File: src/rtl/otter_bp_pkg.sv
// Shared types for the OTTER branch predictor: counter states, BTB entry, counter update.
// Optional statistics counters are enabled by defining OTTER_BP_STATS_EN.
package otter_bp_pkg;

  typedef enum logic [1:0] {
    STRONG_NT = 2'b00,
    WEAK_NT   = 2'b01,
    WEAK_T    = 2'b10,
    STRONG_T  = 2'b11
  } ctr_e;

  typedef struct packed {
    logic        valid;
    ctr_e        ctr;
    logic [31:0] target;
  } btb_entry_t;

  localparam logic [31:0] PC_STEP = 32'd4;

  function automatic ctr_e sat_update(input ctr_e ctr, input logic taken);
    ctr_e res;
    res = ctr;
    if (taken) begin
      if (ctr != STRONG_T) res = ctr_e'(ctr + 2'd1);
    end else begin
      if (ctr != STRONG_NT) res = ctr_e'(ctr - 2'd1);
    end
    return res;
  endfunction

endpackage

File: src/rtl/otter_bp_stats.sv
// Resolved-update and mispredict counters for the OTTER branch predictor.
// Only instantiated when OTTER_BP_STATS_EN is defined.
module otter_bp_stats
  import otter_bp_pkg::*;
(
  input  logic        clk_i,
  input  logic        rst_i,
  input  logic        branch_i,
  input  logic        mispredict_i,
  output logic [31:0] branches_o,
  output logic [31:0] mispredicts_o
);

  logic [31:0] br_q, br_d;
  logic [31:0] mp_q, mp_d;

  always_comb begin
    br_d = br_q;
    mp_d = mp_q;
    if (branch_i)     br_d = br_q + 32'd1;
    if (mispredict_i) mp_d = mp_q + 32'd1;
  end

  always_ff @(posedge clk_i) begin
    if (rst_i) begin
      br_q <= '0;
      mp_q <= '0;
    end else begin
      br_q <= br_d;
      mp_q <= mp_d;
    end
  end

  assign branches_o    = br_q;
  assign mispredicts_o = mp_q;

endmodule

File: src/rtl/otter_branch_predictor.sv
// Direct-mapped BTB with 2-bit counters: Fetch lookup, Execute training and mispredict detect.
// Define OTTER_BP_STATS_EN to build the update/mispredict statistics counters.
module otter_branch_predictor
  import otter_bp_pkg::*;
#(
  parameter int ENTRIES = 16,
  parameter int TAG_W   = 8
) (
  input  logic        CLK,
  input  logic        RESET,
  input  logic        BP_CLEAR,
  input  logic [31:0] PC_F,
  output logic        PRED_TAKEN_F,
  output logic [31:0] PRED_NEXT_PC_F,
  input  logic        UPD_VALID_E,
  input  logic        UPD_IS_JUMP_E,
  input  logic [31:0] UPD_PC_E,
  input  logic        UPD_TAKEN_E,
  input  logic [31:0] UPD_TARGET_E,
  input  logic        UPD_PRED_TAKEN_E,
  input  logic [31:0] UPD_PRED_NEXT_PC_E,
  output logic        MISPREDICT_E,
  output logic [31:0] REDIRECT_PC_E,
  output logic [31:0] STAT_BRANCHES,
  output logic [31:0] STAT_MISPREDICTS
);

  localparam int IDX_W = $clog2(ENTRIES);

  btb_entry_t       tbl_q [ENTRIES];
  logic [TAG_W-1:0] tag_q [ENTRIES];

  logic [IDX_W-1:0] f_idx, u_idx;
  logic [TAG_W-1:0] f_tag, u_tag;
  btb_entry_t       f_ent, u_ent, ent_d;
  logic             f_hit, u_hit, wr_en;
  logic [31:0]      act_next;

  assign f_idx = PC_F[IDX_W+1:2];
  assign f_tag = PC_F[IDX_W+TAG_W+1:IDX_W+2];
  assign f_ent = tbl_q[f_idx];
  assign f_hit = f_ent.valid && (tag_q[f_idx] == f_tag);

  assign PRED_TAKEN_F   = f_hit && f_ent.ctr[1];
  assign PRED_NEXT_PC_F = PRED_TAKEN_F ? f_ent.target : PC_F + PC_STEP;

  assign u_idx = UPD_PC_E[IDX_W+1:2];
  assign u_tag = UPD_PC_E[IDX_W+TAG_W+1:IDX_W+2];
  assign u_ent = tbl_q[u_idx];
  assign u_hit = u_ent.valid && (tag_q[u_idx] == u_tag);

  always_comb begin
    ent_d = u_ent;
    wr_en = 1'b0;
    if (UPD_VALID_E) begin
      if (u_hit) begin
        wr_en = 1'b1;
        if (UPD_IS_JUMP_E) begin
          ent_d.ctr    = STRONG_T;
          ent_d.target = UPD_TARGET_E;
        end else begin
          ent_d.ctr = sat_update(u_ent.ctr, UPD_TAKEN_E);
          if (UPD_TAKEN_E) ent_d.target = UPD_TARGET_E;
        end
      end else if (UPD_TAKEN_E) begin
        wr_en        = 1'b1;
        ent_d.valid  = 1'b1;
        ent_d.target = UPD_TARGET_E;
        ent_d.ctr    = UPD_IS_JUMP_E ? STRONG_T : WEAK_T;
      end
    end
  end

  // Clear drops valid bits only; counters and targets survive.
  always_ff @(posedge CLK) begin
    if (RESET) begin
      for (int i = 0; i < ENTRIES; i++) begin
        tbl_q[i] <= '{valid: 1'b0, ctr: WEAK_NT, target: '0};
        tag_q[i] <= '0;
      end
    end else if (BP_CLEAR) begin
      for (int i = 0; i < ENTRIES; i++) begin
        tbl_q[i].valid <= 1'b0;
      end
    end else if (wr_en) begin
      tbl_q[u_idx] <= ent_d;
      tag_q[u_idx] <= u_tag;
    end
  end

  assign act_next      = UPD_TAKEN_E ? UPD_TARGET_E : UPD_PC_E + PC_STEP;
  assign REDIRECT_PC_E = act_next;
  assign MISPREDICT_E  = UPD_VALID_E && (act_next != UPD_PRED_NEXT_PC_E);

`ifdef OTTER_BP_STATS_EN
  otter_bp_stats u_stats (
    .clk_i         (CLK),
    .rst_i         (RESET),
    .branch_i      (UPD_VALID_E),
    .mispredict_i  (MISPREDICT_E),
    .branches_o    (STAT_BRANCHES),
    .mispredicts_o (STAT_MISPREDICTS)
  );
`else
  assign STAT_BRANCHES    = '0;
  assign STAT_MISPREDICTS = '0;
`endif

  logic unused_ok;
  assign unused_ok = ^{PC_F, UPD_PC_E, UPD_PRED_TAKEN_E};

endmodule

File: config.mk
export PLATFORM = sky130hd
export DESIGN_NAME = otter_branch_predictor
export DESIGN_NICKNAME = d
export VERILOG_FILES = /design/src/rtl/otter_bp_pkg.sv /design/src/rtl/otter_bp_stats.sv /design/src/rtl/otter_branch_predictor.sv
export SDC_FILE = /design/constraint.sdc
export NUM_CORES = 2
export LEC_CHECK = 0
export CELL_PAD_IN_SITES_DETAIL_PLACEMENT = 1
export CELL_PAD_IN_SITES_GLOBAL_PLACEMENT = 1
export CORE_MARGIN = 2
export CORE_UTILIZATION = 45
export DETAILED_ROUTE_END_ITERATION = 7
export PLACE_DENSITY_LB_ADDON = 0.1
export SLEW_MARGIN = 20
export SYNTH_ARGS = -nofsm -noshare
export SYNTH_HDL_FRONTEND = slang
export SYNTH_SLANG_ARGS = --single-unit
File: constraint.sdc
create_clock -name CLK -period 8.6 [get_ports CLK]
set_clock_uncertainty 0.15 [all_clocks]
set_input_delay 1.29 -clock CLK [delete_from_list [all_inputs] [get_ports CLK]]
set_output_delay 1.29 -clock CLK [all_outputs]
set_load 0.1 [all_outputs]
# After elaboration in Yosys (flattened, before gate mapping)
# Memory sizes are Yosys's and may differ from the RTL's.
# Cells that the tools add are included.
[word_totals] reg_bits=0 ram_bits=688 in_bits=135 output_inout_bits=130 word_cells=79 n_memories=2
[memory_table] name="tbl_q" words=16 width=35 rd=2 rd_ports_with_merged_regs=0 wr=16 line_no="otter_branch_predictor.sv:30" source="btb_entry_t tbl_q [ENTRIES];"
[memory_table] name="tag_q" words=16 width=8 rd=2 rd_ports_with_merged_regs=0 wr=16 line_no="otter_branch_predictor.sv:31" source="logic [TAG_W-1:0] tag_q [ENTRIES];"
[op_classes] addsub=4 n_eq_ne=4 muxes=46 n_bitwise=16 n_reduce_logical=7
[op_table] operator="$mux 35" count=3
[op_table] operator="$mux 32" count=3
[op_table] operator="$mux 34" count=2
[op_table] operator="$add 32x3->32 const B" count=2
[op_table] operator="$reduce_or 35->1" count=1
[op_table] operator="$ne 32x32->1" count=1
[op_table] operator="$mux 1" count=31
[op_table] operator="$eq 8x8->1" count=2
[op_table] operator="$or 1x1->1" count=16
[op_table] operator="$mux 2" count=4
[op_table] operator="$mux 4" count=2
[op_table] operator="$mux 8" count=1
[op_table] operator="$reduce_or 8->1" count=1
[op_table] operator="$logic_and 1x1->1" count=4
[op_table] operator="$add 2x1->2 const B" count=1
[op_table] operator="$ne 2x2->1 const B" count=1
[op_table] operator="$reduce_bool 2->1" count=1
[op_table] operator="$sub 2x1->2 const B" count=1

# Logic depth before layout (Yosys ltp)
# An unclocked memory read counts as a cell.
[logic_depth] depth_word=11 ltp_mapped=14 mapped_depth_nobuf=10

# Worst setup path before layout
# No wires, ideal clock.
[synth_timing] path_kind="input -> output" from="in UPD_PC_E[4]" to="out MISPREDICT_E" arrival_ns=7.340 required_ns=7.160 setup_slack_ns=-0.180 path_stages=13 path_buffers=6 cell_sequence="buf_2 buf_2 buf_2 buf_2 buf_2 buf_1 nand2_1 xor2_1 o21ai_0 xnor2_1 o2111ai_1 nor4_1 a41oi_1"
[synth_between] elab_chain_len=4
[synth_lines] element="start: declaration" line_no="otter_branch_predictor.sv:17" source="input logic [31:0] UPD_PC_E,"
[synth_lines] element="$add 32x3->32" line_no="otter_branch_predictor.sv:91" source="assign act_next = UPD_TAKEN_E ? UPD_TARGET_E : UPD_PC_E + PC_STEP;"
[synth_lines] element="$mux 32" line_no="otter_branch_predictor.sv:91"
[synth_lines] element="via REDIRECT_PC_E[5]" line_no="otter_branch_predictor.sv:23" source="output logic [31:0] REDIRECT_PC_E,"
[synth_lines] element="$ne 32x32->1" line_no="otter_branch_predictor.sv:93" source="assign MISPREDICT_E = UPD_VALID_E && (act_next != UPD_PRED_NEXT_PC_E);"
[synth_lines] element="$logic_and 1x1->1" line_no="otter_branch_predictor.sv:93"
[synth_lines] element="end: declaration" line_no="otter_branch_predictor.sv:22" source="output logic MISPREDICT_E,"
# The timed path passes the listed nets, and every way through them passes these cells.

# Worst setup path after layout
[layout_timing] from="in UPD_PC_E[5]" to="out MISPREDICT_E"
[layout_between] elab_chain_len=4
[layout_lines] element="$add 32x3->32" line_no="otter_branch_predictor.sv:91"
[layout_lines] element="$mux 32" line_no="otter_branch_predictor.sv:91"
[layout_lines] element="$ne 32x32->1" line_no="otter_branch_predictor.sv:93"
[layout_lines] element="$logic_and 1x1->1" line_no="otter_branch_predictor.sv:93"
# No other way between the ends.

==> flow_summary.json <==
{
  "grt_overflow": 0,
  "max_freq_mhz": 143,
  "cts_hold_buf": 0,
  "grt_start_max_net_pins": 68,
  "path_max_fanout": 53,
  "crit_start": "UPD_PC_E[5]",
  "power_mw": 8.47,
  "ir_worst_vdd_v": 0.000145,
  "synth_area_per_cell_sq_um": 14.2,
  "slew_headroom_pct": 23.0,
  "die_w_microns": 297,
  "grt_pass1_wl_mm": 203,
  "ant_nets": 0,
  "hold_viol_final": 0,
  "worstMarginPinSlew_ns": 1.15,
  "fillers": 8345,
  "p_int_mw": 6.05,
  "yosysMostFrequentCell": "edfxtp_1",
  "hp-class": "reg -> reg",
  "crit_path_end_kind": "output pin",
  "rows": 107,
  "worstPathCellList": "buf_4 > nand4_1 > or3_1 > nor2_1 > nand2_1 > xor2_1 > mux2i_1 > a21oi_1 > a41oi_1 > buf_4",
  "drt_wl_total_mm": 145,
  "ys_seq_area_share_pct": 53.6,
  "pwr-share-clk_pct": 37.0,
  "drv_slew": 0,
  "ios": 265,
  "synth_top_cell_by_area": "edfxtp_1",
  "max_stage_delay_ns": 0.82,
  "crit_type": "in -> out",
  "whs_ns": 1.09,
  "r2r_cells": 9,
  "maxCapViolCount": 0,
  "drt_pre_antenna_iters": 5,
  "yosys_warnings": 0,
  "cts_resized": 0,
  "fin_crit_ns": 6.97,
  "grt_pass1_vias": 27284,
  "synth_top_area_share_pct": 53.6,
  "grt.total_usage_pct": 33.2,
  "startpoint_type": "primary input",
  "cellLeakagePower_nw": 15.0,
  "clkTransAtPathRegs_ns": 0.06,
  "multi_input_area_sq_um": 16200,
  "vias_per_cell": 6.60,
  "fp.dieArea_sq_um": 88000,
  "r2r-start": "tag_q[14][4]",
  "max-clock-path-buffers": 3,
  "crit_end": "MISPREDICT_E",
  "synth_edf_count": 688,
  "fin_nets": 2957,
  "clk_latency_ns": 0.64,
  "num_vias": 26527,
  "period_share_pct": 81.1,
  "cts_setup_buffers": 0,
  "tritoncts": "yes",
  "tns_ns": 0,
  "p_sw_share_pct": 28.5,
  "ys_async_sr_fraction_pct": 0,
  "reg2reg_to": "tag_q[5][3]",
  "place.port_buffers": 199,
  "netlist_top_cells_area": "edfxtp_1, mux4_2, nor2_1, mux2i_1, xnor2_1",
  "start_util_pct": 45.3,
  "status": "finished, final reports clean",
  "synth_seq_cells": 688,
  "cp_common_cell": "buf_4",
  "wl_per_cell_microns": 36.1,
  "ys_types": 70,
  "required_ns": 7.16,
  "worst_ep_arrival_time_ns": 5.53,
  "clkSinkCount": 688,
  "powerDensity_nw_per_um2": 195,
  "drcViolationCount": 0,
  "synthFlopType": "edfxtp_1",
  "coreArea_sq_um": 85000,
  "syn_inst": 2708,
  "layout-drive-gt1-share_pct": 25.5,
  "cts-root-buf": "clkbuf_16",
  "htreeDepth": 3,
  "cts_buffers": 76,
  "r2r_setup_slack_ns": 3.75,
  "gp_congestion": 0.903,
  "p_switching_mw": 2.41,
  "drt-initial-drc-count": 3490,
  "grt_antenna_before_repair": 2,
  "areaGrowthSynthToFinish_pct": 12.8,
  "synthesis.area_sq_um": 38500,
  "cp_slowest_cell": "buf_4",
  "p_comb_share_pct": 17.1,
  "area.sequential_sq_um": 20700,
  "rsz0062_at_grt": "no",
  "synth.top_cells.by_count": "edfxtp_1, nor2_1, mux4_2",
  "dp_hpwl_mm": 85.7,
  "finalSetupViolations": 0,
  "die_h_microns": 297,
  "p_seq_share_pct": 45.9
}
==> metrics by stage <==
step                cell area [sq um]  cells  utilization (%)  setup WS [ns]
detailed placement              41100   3882             48.3           1.53
global placement                41000   3882             48.3           1.55
finish                          43500   4020             51.1           1.63
CTS                             43400   4018             51.1           1.51
floorplan                       38800   2771                -         0.0901
global route                    43500   4019             51.1           1.44
==> worst min-delay path by stage <==
stage | cells after the start | start | to
after detailed placement | 5 | tbl_q[11][3] | tbl_q[15][3]
final | 5 | tbl_q[0][27] | tbl_q[8][27]
after global placement | 5 | tbl_q[8][17] | tbl_q[2][17]
after CTS | 5 | tbl_q[2][26] | tbl_q[6][26]
after floorplan | 4 | tbl_q[2][10] | tbl_q[12][10]
after global routing | 5 | tbl_q[2][26] | tbl_q[12][26]
==> flip-flops by register name, indices dropped and copies added, names as in the netlist <==
signal	count
tag_q	128
tbl_q	560
==> kinds of logic after synthesis <==
kind of cell / count (synthesis) / share of synthesized area [%]
and+or+nand+nor: 957 / 10.5
DFF: 688 / 53.6
muxes: 504 / 26.1
buffers and inverters: 352 / 5.31
xor gates and xnor gates: 110 / 2.58
AOI/OAI and AO/OA: 91 / 1.67
adders and majority gates: 5 / 0.162
other: 1 / 0.00973
==> power by group through the flow <==
stage	combinational [mW]	sequential, mW	clock (mW)
floorplan	0.988	3.93	0
global placement	1.41	3.93	0
detailed placement	1.43	3.95	0
CTS	1.43	3.88	3.16
global route	1.50	3.90	3.28
finish	1.45	3.88	3.14
==> metal layers <==
metal | track usage (%) | routed length, microns | part of all wire [%]
met1 | 44.0 | 55200 | 38
met2 | 53.6 | 69200 | 48
met3 | 6.99 | 14400 | 9.9
met4 | 13.7 | 6380 | 4.4
met5 | 0 | 13 | 0.0090
==> placed cells by master, fill, tap and decap left out, types with 12 or more instances in the layout <==
cell and count:
nor2_1 674, xnor2_1 70, clkdlybuf4s50_1 150, nand4_1 20, buf_4 112, or3_2 12, clkinv_1 30, nor3_1 24
buf_12 12, clkbuf_16 78, mux4_2 395, nand3_1 40, nand2_1 86, mux2i_2 23, mux2_2 44, inv_1 34
mux2i_1 41, clkbuf_1 12, nand2b_2 17, edfxtp_1 688, nor4_1 14, conb_1 64, nor2b_1 14, xor2_1 38
o21ai_0 25
==> critical path, delay by kind of cell <==
family	cells	cell delay [ns]
multiplexers	1	0.19
AND/OR/NAND/NOR	4	1.78
XOR/XNOR	1	0.33
AO/OA/AOI/OAI	2	0.77
buffers and inverters	2	1.11
==> final cells by class <==
cell class	instances	area share [%]
clock buffer	90	4.59
tap	1144	3.29
antenna	1	0.00576
inverter	39	0.337
clock inverter	46	0.702
multi-input combinational	1731	37.4
timing repair buffer	281	6.15
sequential	688	47.5
No activity file was read; power rests on OpenSTA's default activity.
